==> src/rtl/svi_byte_fifo.sv <==
// First-word-fall-through byte FIFO with level/full/empty status and a sticky drop flag.
// Optional push counter and high-water mark are built only when SVI_FIFO_STATS_EN is defined.
module svi_byte_fifo #(
    parameter  int DEPTH = 8,
    parameter  int DW    = 8,
    localparam int LW    = $clog2(DEPTH) + 1
) (
    input  logic          i_clk,
    input  logic          i_rst,
    input  logic [DW-1:0] i_data,
    input  logic          i_valid,
    output logic          o_ready,
    output logic [DW-1:0] o_data,
    output logic          o_valid,
    input  logic          i_ready,
    output logic [LW-1:0] o_level,
    output logic          o_full,
    output logic          o_empty,
    output logic          o_drop,
    output logic [15:0]   o_wr_count,
    output logic [LW-1:0] o_hwm
);
    localparam int AW = $clog2(DEPTH);

    typedef enum logic {
        ST_EMPTY    = 1'b0,
        ST_NONEMPTY = 1'b1
    } state_t;

    logic [DW-1:0] r_mem [DEPTH];
    logic [AW-1:0] r_wptr;
    logic [AW-1:0] r_rptr;
    logic [LW-1:0] r_level;
    logic          r_drop;
    state_t        r_state;
    state_t        w_state_next;
    logic [LW-1:0] w_level_next;
    logic          w_full;
    logic          w_valid;
    logic          w_push;
    logic          w_pop;

    // Status derives only from registered state, so no input reaches an output combinationally.
    assign w_full  = (r_level == LW'(DEPTH));
    assign w_valid = (r_state == ST_NONEMPTY);
    assign w_push  = i_valid && !w_full;
    assign w_pop   = w_valid && i_ready;

    always_comb begin
        w_level_next = r_level;
        w_state_next = r_state;
        if (w_push && !w_pop) begin
            w_level_next = r_level + LW'(1);
        end else if (w_pop && !w_push) begin
            w_level_next = r_level - LW'(1);
        end
        if (w_level_next == '0) begin
            w_state_next = ST_EMPTY;
        end else begin
            w_state_next = ST_NONEMPTY;
        end
    end

    always_ff @(posedge i_clk) begin
        if (i_rst) begin
            r_state <= ST_EMPTY;
            r_level <= '0;
            r_wptr  <= '0;
            r_rptr  <= '0;
            r_drop  <= 1'b0;
        end else begin
            r_state <= w_state_next;
            r_level <= w_level_next;
            if (w_push) begin
                r_wptr <= r_wptr + AW'(1);
            end
            if (w_pop) begin
                r_rptr <= r_rptr + AW'(1);
            end
            if (i_valid && w_full) begin
                r_drop <= 1'b1;
            end
        end
    end

    // Storage is left untouched by reset; the cleared pointers make old entries unreachable.
    always_ff @(posedge i_clk) begin
        if (w_push) begin
            r_mem[r_wptr] <= i_data;
        end
    end

    assign o_data  = r_mem[r_rptr];
    assign o_valid = w_valid;
    assign o_ready = !w_full;
    assign o_full  = w_full;
    assign o_empty = (r_state == ST_EMPTY);
    assign o_level = r_level;
    assign o_drop  = r_drop;

`ifdef SVI_FIFO_STATS_EN
    logic [15:0]   r_wr_count;
    logic [LW-1:0] r_hwm;

    always_ff @(posedge i_clk) begin
        if (i_rst) begin
            r_wr_count <= '0;
            r_hwm      <= '0;
        end else begin
            if (w_push && (r_wr_count != 16'hFFFF)) begin
                r_wr_count <= r_wr_count + 16'd1;
            end
            if (w_level_next > r_hwm) begin
                r_hwm <= w_level_next;
            end
        end
    end

    assign o_wr_count = r_wr_count;
    assign o_hwm      = r_hwm;
`else
    assign o_wr_count = '0;
    assign o_hwm      = '0;
`endif

endmodule

==> config.mk <==
export PLATFORM = sky130hd
export DESIGN_NAME = svi_byte_fifo
export DESIGN_NICKNAME = d
export VERILOG_FILES = /design/src/rtl/svi_byte_fifo.sv
export SDC_FILE = /design/constraint.sdc
export NUM_CORES = 1
export LEC_CHECK = 0
export ABC_CLOCK_PERIOD_IN_PS = 5800
export CORE_AREA = 8 8 92 127
export DETAILED_ROUTE_END_ITERATION = 12
export DIE_AREA = 0 0 100 135
export PLACE_DENSITY = 0.56
export SLEW_MARGIN = 25
export SYNTH_ARGS = -nofsm -noshare
export SYNTH_HDL_FRONTEND = slang
export SYNTH_SLANG_ARGS = --single-unit
==> constraint.sdc <==
create_clock -name i_clk -period 5.8 [get_ports i_clk]
set_input_delay 1.45 -clock i_clk [delete_from_list [all_inputs] [get_ports i_clk]]
set_output_delay 1.45 -clock i_clk [all_outputs]
set_load 0.01 [all_outputs]
==> out/metrics.cfg <==
[outcome]
outcome=finished, final reports clean

[synthesis]
synth_edf_count=64
ys_async_sr_fraction=0
yosysWarningCount=0
synth_area_per_cell_um2=17.0
ys_seq_area_frac=0.664
synth_area_leaders=edfxtp_1, mux4_1, dfxtp_1
ys_seq_elements=79
ys.flop_type=edfxtp_1
yosysTopAreaCellShare=0.574
synthTopCellsByCount=edfxtp_1, buf_4, mux4_1, dfxtp_1, nor2_1
synth_top_area_cell=edfxtp_1
synthesis.area_mm2=0.00335
synth_most_common_cell=edfxtp_1
synth_cell_types=34
netlist_instances=197

[setup_path]
critPathLaunchType=flip-flop
critPathCaptureType=primary output
cp.required_ns=4.35
path_class=reg2out
slowest_delay_ns=0.88
path_cells=mux4_1 -> mux2_2 -> clkdlybuf4s50_1
path_max_fanout=16
cp_slowest_cell=dfxtp_1
worstPathArrival_ns=2.63

[sta]
fin_crit_sh=0.703
hold_viol=0
setup_viol=0
slew-limit-headroom=0.358
fin_tns_setup_ns=0
clock_skew_ns=0.00454
fmax_ghz=0.245
tightest_slew_ns=0.960
rsz0062_at_grt=no
slew_violations=0
period_minus_slack_ns=4.08

[floorplan]
rows=43
io_pins=49
core_mm2=0.00979
initial_core_util=0.342
die_height_um=135
die_w_um=100
fp.dieArea_mm2=0.0135

[place]
gp_congestion=0.675
portBuffers=28
place_inst=354
dp_hpwl_um=3860

[power_and_ir_drop]
clkPwrFrac=0.359
power_frac_comb=0.180
p_sw_frac=0.247
p_per_area_mw_per_mm2=379
power_leakage_nw=1.40
switching_power_uw=375
power.internal_mw=1.14
power_mw=1.51
max-vdd-ir-drop_mv=0.156
pwr-share-seq=0.461

[global_routing]
grt_pass1_vias=1720
grt-ovfl-total=0
grt_pass1_wl_um=9230
antenna_found_initial=0
gr-usage-all-layers=0.0922
grt_max_degree=17

[clock_network]
tritoncts=built
clock-sinks=79
cts_buffer_depth=2
cts_hold_buf=0
cts.htree.levels=3
root_buffer=clkbuf_16
cts_resized=0
cts_setup_buffers=0
clk_latency_ns=0.33
cts_made_buffers=9
clk_pin_slew_ns=0.06

[cells_and_area]
num_antenna_cells=0
seqCellArea_mm2=0.00222
nNetsFinal=246
n_fill_cell=920
utilization=0.409
syn2layout_area_growth_pct=19.5
drive_above_1_share=0.140
multi_input_area_um2=993
instances_no_fill=370

[flow_run]
cap_viol_max_count=0

[drt]
dr_total_vias=1693
first_pass_iters=4
drc=0
first_iter_violations=86
via_per_inst=4.58
wl_per_cell_um=16.3
wl_um=6020
ant_nets=0

[min_path]
hp-class=reg2reg

==> area by class of cell <==
| type | count | area share |
|---|---|---|
| repair buffers | 30 | 0.0738 |
| clock inverters | 5 | 0.00938 |
| clock buffers | 11 | 0.0660 |
| multi-input cells | 105 | 0.248 |
| inverters | 5 | 0.00469 |
| flip-flops and latches | 79 | 0.556 |
| well taps | 135 | 0.0422 |
==> power groups by stage <==
stage	combinational, mW	sequential (mW)	clock [mW]
after global placement	0.273	0.711	0
after detailed placement	0.275	0.713	0
after CTS	0.276	0.701	0.558
after floorplan	0.198	0.691	0
after global routing	0.295	0.706	0.580
final	0.272	0.699	0.544
==> layout by cell type, fill, tap and decap left out, types with 2 or more instances in the layout <==
master           instances
buf_4                    2
mux4_1                  16
xor2_1                   4
xnor2_1                  2
nor3_2                   3
inv_1                    5
clkdlybuf4s50_1         28
nor2b_1                  2
nand2b_1                 2
mux2_2                   9
a21oi_1                  4
clkinv_4                 2
dfxtp_1                 15
nand2_1                  9
nand3_1                  2
a22oi_1                  2
nor2_1                  12
clkbuf_16               10
nor3_1                   2
ha_1                     4
edfxtp_1                64
conb_1                  20
==> metal layers <==
metal | vias up | GRT usage | share of wire | wire (um)
met5 | - | 0 | 0 | 0
met2 | 43 | 0.145 | 0.48 | 2920
met1 | 854 | 0.111 | 0.45 | 2710
li1 | 789 | - | - | -
met3 | 7 | 0.0319 | 0.052 | 315
met4 | 0 | 0.0405 | 0.012 | 74
==> cells by family after synthesis <==
logic type | after synthesis | share of synthesized area
adders and majority gates | 4 | 0.0150
DFF | 79 | 0.664
muxes | 26 | 0.159
buffers and inverters | 32 | 0.0658
other | 1 | 0.00112
and+or+nand+nor | 38 | 0.0576
xor gates and xnor gates | 6 | 0.0157
AOI/OAI and AO/OA | 11 | 0.0221
==> worst paths after layout <==
path / startpoint / end / slack [ns] / cells past startpoint
setup / recovery: flip-flop / o_data[7] / 1.72 / 3
hold / removal: o_drop / o_drop / 0.48 / 2
setup reg to reg: o_level[0] / r_mem[6][1] / 3.29 / 6
hold reg to reg: o_drop / o_drop / 0.48 / 2
==> through the flow <==
stage | area [um^2] | setup slack, ns | hold WS [ns]
final | 4000 | 1.72 | 0.484
after global routing | 4000 | 1.58 | 0.507
after CTS | 4000 | 1.61 | 0.485
after detailed placement | 3700 | 1.98 | 0.465
after global placement | 3700 | 1.98 | 0.451
after floorplan | 3420 | 2.94 | 0.454
==> state kept, by name, indices dropped and copies added, names as in the netlist, named ones only <==
name and flops:
o_drop 1, o_level 4, o_valid 1, r_mem 64, r_rptr 3, r_wptr 3
==> worst max-delay path, delay by kind of cell, from the launching register on <==
kind / cells / cell delay (ns)
buf+inv: 1 / 0.49
mux: 2 / 0.93
flops: 1 / 0.88
(Power assumes the default switching activity.)
